### config.mk
export PLATFORM = sky130hd
export DESIGN_NAME = udp_txbuf_reader
export DESIGN_NICKNAME = d
export VERILOG_FILES = /design/src/rtl/udp_txbuf_reader.sv
export SDC_FILE = /design/constraint.sdc
export NUM_CORES = 1
export LEC_CHECK = 0
export ABC_AREA = 1
export CAP_MARGIN = 40
export CORE_MARGIN = 3
export CORE_UTILIZATION = 50
export CTS_CLUSTER_SIZE = 8
export DETAILED_ROUTE_END_ITERATION = 10
export GPL_TIMING_DRIVEN = 0
export PLACE_DENSITY = 0.85
export SLEW_MARGIN = 20
export SYNTH_ARGS = -nofsm -noshare
export SYNTH_HDL_FRONTEND = slang
export SYNTH_SLANG_ARGS = --single-unit
### constraint.sdc
create_clock -name clk_int -period 3.35 [get_ports clk_int]
set_input_delay 0.67 -clock clk_int [delete_from_list [all_inputs] [get_ports clk_int]]
set_output_delay 0.67 -clock clk_int [all_outputs]
set_load 0.01 [all_outputs]
### src/rtl/udp_txbuf_reader.sv
// UDP TX buffer reader: fetches the header and payload words from the application's
// TX buffer, presents the header to the transmit path and streams the payload as bytes.
module udp_txbuf_reader #(
    parameter int AWIDTH      = 6,
    parameter int MAX_PAYLOAD = (2**AWIDTH-3)*4
) (
    input  logic              clk_int,
    input  logic              rst_n,
    input  logic              txbuf_rel,
    output logic              txbuf_grant,
    output logic [AWIDTH-1:0] txbuf_addr,
    output logic              txbuf_ce,
    input  logic [31:0]       txbuf_rdata,
    output logic              tx_req,
    input  logic              tx_ack,
    input  logic              tx_abort,
    output logic [31:0]       dst_ip,
    output logic [15:0]       src_port,
    output logic [15:0]       dst_port,
    output logic [15:0]       payload_len,
    output logic [15:0]       udp_len,
    output logic [7:0]        out_data,
    output logic              out_valid,
    input  logic              out_ready,
    output logic              out_last,
    output logic              len_err
);

    typedef enum logic [2:0] {
        S_IDLE   = 3'd0,
        S_HDR    = 3'd1,
        S_REQ    = 3'd2,
        S_FETCH  = 3'd3,
        S_STREAM = 3'd4,
        S_DONE   = 3'd5
    } state_t;

    localparam logic [15:0]       MAX_LEN      = 16'(MAX_PAYLOAD);
    localparam logic [AWIDTH-1:0] PAYLOAD_BASE = AWIDTH'(3);

    state_t              state_q, state_d;
    logic [1:0]          phase_q, phase_d;
    logic                grant_q, grant_d;
    logic [AWIDTH-1:0]   addr_q, addr_d;
    logic                ce_q, ce_d;
    logic                tx_req_q, tx_req_d;
    logic [31:0]         dst_ip_q, dst_ip_d;
    logic [15:0]         src_port_q, src_port_d;
    logic [15:0]         dst_port_q, dst_port_d;
    logic [15:0]         payload_len_q, payload_len_d;
    logic [15:0]         udp_len_q, udp_len_d;
    logic [31:0]         word_q, word_d;
    logic [15:0]         byte_cnt_q, byte_cnt_d;
    logic [7:0]          out_data_q, out_data_d;
    logic                out_valid_q, out_valid_d;
    logic                out_last_q, out_last_d;
    logic                len_err_q, len_err_d;
    logic [15:0]         next_cnt_s;
    logic [15:0]         last_idx_s;

    // Bytes leave a word LSB first.
    function automatic logic [7:0] byte_sel(input logic [31:0] w, input logic [1:0] idx);
        logic [7:0] b;
        case (idx)
            2'd0:    b = w[7:0];
            2'd1:    b = w[15:8];
            2'd2:    b = w[23:16];
            2'd3:    b = w[31:24];
            default: b = 8'h00;
        endcase
        return b;
    endfunction

    // State and output registers.
    always_ff @(posedge clk_int or negedge rst_n) begin
        if (!rst_n) begin
            state_q       <= S_IDLE;
            phase_q       <= 2'd0;
            grant_q       <= 1'b1;
            addr_q        <= '0;
            ce_q          <= 1'b0;
            tx_req_q      <= 1'b0;
            dst_ip_q      <= 32'd0;
            src_port_q    <= 16'd0;
            dst_port_q    <= 16'd0;
            payload_len_q <= 16'd0;
            udp_len_q     <= 16'd0;
            word_q        <= 32'd0;
            byte_cnt_q    <= 16'd0;
            out_data_q    <= 8'd0;
            out_valid_q   <= 1'b0;
            out_last_q    <= 1'b0;
            len_err_q     <= 1'b0;
        end else begin
            state_q       <= state_d;
            phase_q       <= phase_d;
            grant_q       <= grant_d;
            addr_q        <= addr_d;
            ce_q          <= ce_d;
            tx_req_q      <= tx_req_d;
            dst_ip_q      <= dst_ip_d;
            src_port_q    <= src_port_d;
            dst_port_q    <= dst_port_d;
            payload_len_q <= payload_len_d;
            udp_len_q     <= udp_len_d;
            word_q        <= word_d;
            byte_cnt_q    <= byte_cnt_d;
            out_data_q    <= out_data_d;
            out_valid_q   <= out_valid_d;
            out_last_q    <= out_last_d;
            len_err_q     <= len_err_d;
        end
    end

    // Next-state and next-output logic; outputs are computed one cycle ahead.
    always_comb begin
        state_d       = state_q;
        phase_d       = phase_q;
        grant_d       = grant_q;
        addr_d        = addr_q;
        ce_d          = ce_q;
        tx_req_d      = tx_req_q;
        dst_ip_d      = dst_ip_q;
        src_port_d    = src_port_q;
        dst_port_d    = dst_port_q;
        payload_len_d = payload_len_q;
        udp_len_d     = udp_len_q;
        word_d        = word_q;
        byte_cnt_d    = byte_cnt_q;
        out_data_d    = out_data_q;
        out_valid_d   = out_valid_q;
        out_last_d    = out_last_q;
        len_err_d     = 1'b0;
        next_cnt_s    = byte_cnt_q + 16'd1;
        last_idx_s    = payload_len_q - 16'd1;

        case (state_q)
            S_IDLE: begin
                grant_d = 1'b1;
                ce_d    = 1'b0;
                if (txbuf_rel) begin
                    state_d = S_HDR;
                    phase_d = 2'd0;
                    grant_d = 1'b0;
                    ce_d    = 1'b1;
                    addr_d  = '0;
                end else begin
                    state_d = S_IDLE;
                end
            end
            // Header words arrive one cycle behind their address.
            S_HDR: begin
                case (phase_q)
                    2'd0: begin
                        addr_d  = AWIDTH'(1);
                        phase_d = 2'd1;
                    end
                    2'd1: begin
                        dst_ip_d = txbuf_rdata;
                        addr_d   = AWIDTH'(2);
                        phase_d  = 2'd2;
                    end
                    2'd2: begin
                        src_port_d = txbuf_rdata[31:16];
                        dst_port_d = txbuf_rdata[15:0];
                        ce_d       = 1'b0;
                        phase_d    = 2'd3;
                    end
                    2'd3: begin
                        payload_len_d = txbuf_rdata[15:0];
                        udp_len_d     = txbuf_rdata[15:0] + 16'd8;
                        byte_cnt_d    = 16'd0;
                        phase_d       = 2'd0;
                        if (txbuf_rdata[15:0] > MAX_LEN) begin
                            len_err_d = 1'b1;
                            grant_d   = 1'b1;
                            state_d   = S_IDLE;
                        end else begin
                            tx_req_d = 1'b1;
                            state_d  = S_REQ;
                        end
                    end
                    default: begin
                        phase_d = 2'd0;
                    end
                endcase
            end
            S_REQ: begin
                if (tx_abort) begin
                    tx_req_d = 1'b0;
                    grant_d  = 1'b1;
                    state_d  = S_IDLE;
                end else if (tx_ack) begin
                    tx_req_d = 1'b0;
                    if (payload_len_q == 16'd0) begin
                        grant_d = 1'b1;
                        state_d = S_DONE;
                    end else begin
                        ce_d    = 1'b1;
                        addr_d  = PAYLOAD_BASE;
                        phase_d = 2'd0;
                        state_d = S_FETCH;
                    end
                end else begin
                    state_d = S_REQ;
                end
            end
            S_FETCH: begin
                if (tx_abort) begin
                    ce_d    = 1'b0;
                    grant_d = 1'b1;
                    state_d = S_IDLE;
                end else if (phase_q == 2'd0) begin
                    ce_d    = 1'b0;
                    phase_d = 2'd1;
                end else begin
                    word_d      = txbuf_rdata;
                    out_data_d  = byte_sel(txbuf_rdata, byte_cnt_q[1:0]);
                    out_valid_d = 1'b1;
                    out_last_d  = (byte_cnt_q == last_idx_s);
                    phase_d     = 2'd0;
                    state_d     = S_STREAM;
                end
            end
            S_STREAM: begin
                if (tx_abort) begin
                    out_valid_d = 1'b0;
                    out_last_d  = 1'b0;
                    grant_d     = 1'b1;
                    state_d     = S_IDLE;
                end else if (out_ready) begin
                    byte_cnt_d = next_cnt_s;
                    if (byte_cnt_q == last_idx_s) begin
                        out_valid_d = 1'b0;
                        out_last_d  = 1'b0;
                        grant_d     = 1'b1;
                        state_d     = S_DONE;
                    end else if (byte_cnt_q[1:0] == 2'd3) begin
                        out_valid_d = 1'b0;
                        out_last_d  = 1'b0;
                        ce_d        = 1'b1;
                        addr_d      = addr_q + AWIDTH'(1);
                        phase_d     = 2'd0;
                        state_d     = S_FETCH;
                    end else begin
                        out_data_d = byte_sel(word_q, next_cnt_s[1:0]);
                        out_last_d = (next_cnt_s == last_idx_s);
                    end
                end else begin
                    state_d = S_STREAM;
                end
            end
            S_DONE: begin
                grant_d = 1'b1;
                state_d = S_IDLE;
            end
            default: begin
                grant_d     = 1'b1;
                ce_d        = 1'b0;
                tx_req_d    = 1'b0;
                out_valid_d = 1'b0;
                out_last_d  = 1'b0;
                state_d     = S_IDLE;
            end
        endcase
    end

    assign txbuf_grant = grant_q;
    assign txbuf_addr  = addr_q;
    assign txbuf_ce    = ce_q;
    assign tx_req      = tx_req_q;
    assign dst_ip      = dst_ip_q;
    assign src_port    = src_port_q;
    assign dst_port    = dst_port_q;
    assign payload_len = payload_len_q;
    assign udp_len     = udp_len_q;
    assign out_data    = out_data_q;
    assign out_valid   = out_valid_q;
    assign out_last    = out_last_q;
    assign len_err     = len_err_q;

endmodule

Word level (Yosys, flattened, before mapping) --
Index checks and enable logic that the tools add are counted.
Word-level totals: logic and storage cells 186, bits of input ports 38, memories kept 0, register bits 169, output and inout port bits 116, bits in latches 0, ROM bits 0, RAM bits 0
Cells by class: multiply operators 0, reductions and logical operators 25, shifts and indexed selects 0, eq/ne operators 41, muxes and demuxes 93, bitwise operators 5, div/mod/pow operators 0, add/subtract/negate cells 4, order comparisons 1
Operators with widths (number):
- case mux 8 bit (4 select lines) | 2
- 2-to-1 mux 16 bit | 3
- 2-to-1 mux 6 bit | 8
- 2-to-1 mux 8 bit | 6
- 2-to-1 mux 1 bit | 42
- equality test 16 bit | 2
- case mux 16 bit (2 select lines) | 1
- 2-to-1 mux 3 bit | 10
- != test 2 bit (second input constant) | 15
- AND reduction 10 bit | 3
- case mux 6 bit (4 select lines) | 1
- 2-to-1 mux 2 bit | 10
- != test 3 bit (second input constant) | 6
- adder 16 x 1 -> 16 bit (second input constant) | 1
- adder 16 x 4 -> 16 bit (second input constant) | 1
- greater-than comparator 16 x 8 -> 1 bit (second input constant) | 1
- logical NOT 16 bit | 1
- case mux 8 bit (2 select lines) | 1
- subtractor 16 x 1 -> 16 bit (second input constant) | 1
- case mux 3 bit (5 select lines) | 1
- AND reduction 7 bit | 2
- equality test 2 bit (second input constant) | 6
- case mux 6 bit (2 select lines) | 1
- AND reduction 4 bit | 3
- 24 further kinds | 41

Depth between registers and ports, before layout --
depth in word-level cells 8, gate-level depth with buffers 20, mapped depth without buffers 19

Worst setup path after synthesis --
Ideal clock, no wire load.
path type reg2reg, from register payload_len_q[0], in the netlist payload_len[0], to register addr_q[1], in the netlist txbuf_addr[1], clock period less this slack 2.260 ns, cell stages (with the launch flop) 18, data required time 3.224 ns, path slack 1.090 ns, arrival 2.134 ns, path through dfrtp_1 -> inv_2 -> ha_1 -> clkbuf_2 -> nand2_2 -> nor2_4 -> nand2_1 -> xor2_1 -> inv_2 -> nand3_2 -> nor2_4 -> nand3_2 -> nand2_2 -> inv_2 -> nand2_4 -> buf_8 -> nand2_2 -> o21ai_2
On the way: cells in the longest elaborated chain, start to end 4, elaborated cells on any way between the ends 6, those cells by class add/sub (1); eq/ne (3); reduce/logical (2)
Ends and longest elaborated chain:
- start: declaration | RTL line 50 | logic [15:0] payload_len_q, payload_len_d;
- start signal: assignment | RTL line 104 | payload_len_q <= payload_len_d;
- subtractor 16 x 1 -> 16 bit | RTL line 135 | last_idx_s = payload_len_q - 16'd1;
- equality test 16 bit | RTL line 233 | if (byte_cnt_q == last_idx_s) begin
- != test 2 bit (no source line)
- AND reduction 10 bit (no source line) (*)
- end signal: assignment | RTL line 98 | addr_q <= addr_d;
- end: declaration | RTL line 44 | logic [AWIDTH-1:0] addr_q, addr_d;
Every way passes the cells marked *; elsewhere a longest branch is shown, timed or not. A chain may end at the register's enable or synchronous reset.

Final worst setup path --
from register payload_len_q[0], in the netlist payload_len[0], to register addr_q[0], in the netlist txbuf_addr[0]
The elaborated chain is that of the path after synthesis.

==> out/summary.txt <==
antenna fix cells -> 0
total design power -> 9.13 mW
Worst Skew -> 0.0116 ns
fillcell total -> 1,342
Total Routed Length -> 27,600 um
antenna violations before repair -> 0
Yosys cell types -> 49
Final Setup Violations -> 0
Skew-Pair Late Insertion Delay -> 0.44 ns
Synth async-reset ratio -> 100%
total grt overflow -> 0
Worst Max-Slew Pin Slew -> 0.709 ns
vias in the first global route -> 8,499
Worst Reg-to-Reg Cells -> 18
post-place setup slack -> 0.510 ns
minimum clock period after layout -> 2.80 ns
gr usage total -> 28.4%
pin count of the biggest net entering global routing -> 87
Setup Fix Bufs, Post-CTS -> 0
top_reg_cell synth -> dfrtp_1
CTS resizes -> 0
first drt pass iteration count -> 6
hold buffers post-CTS -> 0
Routed Antenna Nets -> 0
synthesized flop and latch total -> 166
Die H -> 139 um
layout cells sized above 1 -> 7.72%
Final Hold Vio Count -> 0
CP Capture Point -> txbuf_addr[0]
final period utilization -> 83.6%
Power Dens Cells -> 814 mW/mm^2
max cap viols -> 0
Initial Utilization -> 52.2%
clock sink total -> 166
initial DRC count -> 912
I/O Buffers -> 153
Synth Instances -> 1,110
Slew HR -> 51.5%
mapped cell area -> 0.00880 sq mm
GP Congestion -> 0.948
Syn Nets -> 1,162
# rows -> 47
post-DP HPWL -> 20,300 um
P_leak -> 5.22 nW
min-delay worst type -> in2async
sw frac -> 40.1%
critical path endpoint category -> flip-flop
CP startpoint -> payload_len[0]
total CTS buffers -> 17
Die Width -> 139 um
worst vdd ir -> 0.000526 V
sequential element share of the synthesized area -> 47.2%
r2r setup slk -> 0.55 ns
Core ar. -> 0.0169 sq mm
die area -> 0.0192 sq mm
startpoint type of the worst setup path -> flip-flop
via count -> 8,568
clock share of power -> 21.2%
via/cell ratio -> 5.65
CTS Buffer Depth -> 2
Flop pwr share -> 35.7%
combinational power share -> 43.1%
clk slew on worst S/H paths -> 0.07 ns
H-tree depth -> 4
Post-route DRC -> 0
worst setup margin -> 0.550 ns
number of flops mapped to enable cells by yosys -> 0
worst reg2reg endpoint -> txbuf_addr[0]
CP arrival -> 3.16 ns
Nets -> 1,335
Worst Path Required -> 3.71 ns
Worst Path Max Fanout -> 10
CTS tree -> done
YS warnings -> 0
Clock Tree Root -> clkbuf_16
unrepaired setup endpoints after global routing -> false
status -> completed
global-route wire length before repair -> 44,200 um
reg-to-reg startpoint -> payload_len[0]
Switch Pwr -> 3.67 mW
wire per inst -> 18.2 um
Slew Viols, Final -> 0
internal power -> 5.47 mW
WS Path Type -> reg2reg
syn avg cell area -> 7.93 sq um
I/O Pins -> 154
Fmax achieved -> 357 MHz
P&R area growth vs syn -> 27.5%
-- registers in the layout, summed over array words and instances, names as in the netlist --
register,flops
payload_len,16
dst_port,16
out_data,8
word_q,32
txbuf_ce,1
phase_q,2
out_last,1
src_port,16
dst_ip,32
out_valid,1
len_err,1
txbuf_addr,6
txbuf_grant,1
tx_req,1
udp_len,13
state_q,3
byte_cnt_q,16
-- power by group through the flow --
| stage | clock network [mW] | logic [mW] | registers [mW] |
|---|---|---|---|
| floorplan | 0 | 1.80 | 3.37 |
| global placement | 0 | 3.77 | 3.23 |
| detailed placement | 0 | 3.89 | 3.24 |
| CTS | 1.94 | 3.95 | 3.24 |
| global route | 2.03 | 4.32 | 3.32 |
| finish | 1.94 | 3.94 | 3.26 |
-- cells by family after synthesis --
family | share of synthesized area [%]
AOI/OAI and AO/OA | 15.7
adders and majority gates | 1.99
and+or+nand+nor | 23.7
buffers and inverters | 7.95
xor gates and xnor gates | 3.44
DFF | 47.2
-- cells in the mapped netlist (4+ instances only) --
master / instances / area, sq um
a21oi_1: 41 / 205
dfrtp_1: 165 / 4130
xor2_1: 23 / 201
nor4_1: 4 / 25.0
nand2_2: 11 / 68.8
o21ai_0: 131 / 656
nor2_4: 4 / 45.0
inv_1: 123 / 462
nand4_1: 9 / 56.3
xnor2_1: 9 / 78.8
o221ai_1: 15 / 131
nor3_1: 8 / 40.0
a22oi_1: 9 / 67.6
nand2_1: 296 / 1110
o21ai_1: 12 / 60.1
nor2_2: 10 / 62.6
o21ai_2: 6 / 52.6
clkbuf_1: 29 / 109
nand3_1: 59 / 295
nor2_1: 66 / 248
ha_1: 14 / 175
inv_2: 12 / 45.0
o22ai_1: 14 / 87.6
-- critical path, cell delays in order (launching register included) --
cell and delay [ns]:
dfrtp_1 0.63, inv_2 0.20, ha_1 0.24, clkbuf_2 0.18, xnor2_1 0.18, nand2_1 0.09
nand2_1 0.05, nor2_1 0.10, nand2_1 0.07, nor2_1 0.11, nand2_1 0.07, nor2_2 0.15
nand3_2 0.14, nand2_2 0.09, inv_2 0.07, nand2_4 0.08, buf_8 0.15, nand2_2 0.07
o21ai_2 0.06
-- area by class of cell --
class                   count  area (sq um)  share of cell area [%]
well taps                 220           275                    2.45
plain buffers              40           185                    1.65
inverters                 137           514                    4.58
multi-input cells         767          3950                    35.2
repair buffers            154          1560                    13.9
flip-flops and latches    166          4160                    37.0
clock inverters            15           159                    1.42
clock buffers              17           425                    3.79
-- through the flow --
step / cells / TNS (ns) / hold slack [ns] / util, % / area (sq um)
floorplan: 1110 / 0 / 0.374 / - / 8800
global placement: 1483 / -837.60 / 0.456 / 62.9 / 10600
detailed placement: 1484 / 0 / 0.456 / 63.1 / 10600
CTS: 1516 / 0 / 0.247 / 66.5 / 11200
global route: 1516 / 0 / 0.253 / 66.5 / 11200
finish: 1516 / 0 / 0.208 / 66.5 / 11200
-- metal layers --
| metal | global-route usage (%) | vias to the layer above | part of all wire, % |
|---|---|---|---|
| li1 | - | 3981 | - |
| met1 | 37.6 | 4071 | 41 |
| met2 | 46.6 | 436 | 48 |
| met3 | 5.17 | 80 | 7.7 |
| met4 | 11.4 | 0 | 3.3 |
| met5 | 0 | - | 0 |
-- placed cells by master (no fill, tap or decap), drive strengths merged --
| cell | Yosys | routed |
|---|---|---|
| o31ai | 2 | 2 |
| dfrtp | 165 | 165 |
| clkbuf | 30 | 47 |
| xor2 | 23 | 23 |
| nand3b | 1 | 1 |
| ha | 14 | 14 |
| nor3 | 10 | 10 |
| o21a | 1 | 1 |
| nand2 | 309 | 309 |
| a21oi | 41 | 41 |
| inv | 135 | 142 |
| xnor2 | 9 | 9 |
| dfstp | 1 | 1 |
| o41ai | 1 | 1 |
| o32ai | 1 | 1 |
| clkdlybuf4s50 | 0 | 152 |
| nor2 | 82 | 82 |
| nor4 | 5 | 5 |
| o211ai | 3 | 3 |
| a22o | 1 | 1 |
| a2111oi | 2 | 2 |
| o22ai | 14 | 14 |
| a22oi | 9 | 9 |
| nand3 | 61 | 61 |
| o221ai | 15 | 15 |
| a211oi | 2 | 2 |
| buf | 10 | 12 |
| or2 | 2 | 2 |
| xnor3 | 1 | 1 |
| clkinv | 2 | 9 |
| clkinvlp | 0 | 1 |
| o21ai | 149 | 149 |
| nand4 | 9 | 9 |
-- worst min-delay path by stage --
stage	start	to	slack, ns	cells after the start
final	rst_n	dst_ip[11]	0.21	1
after CTS	rst_n	dst_ip[11]	0.25	1
after global placement	txbuf_grant	txbuf_grant	0.46	2
after floorplan	rst_n	byte_cnt_q[0]	0.37	0
after detailed placement	txbuf_grant	txbuf_grant	0.46	2
after global routing	rst_n	dst_ip[11]	0.25	1
Note: power is estimated with default switching activity, not from simulation.
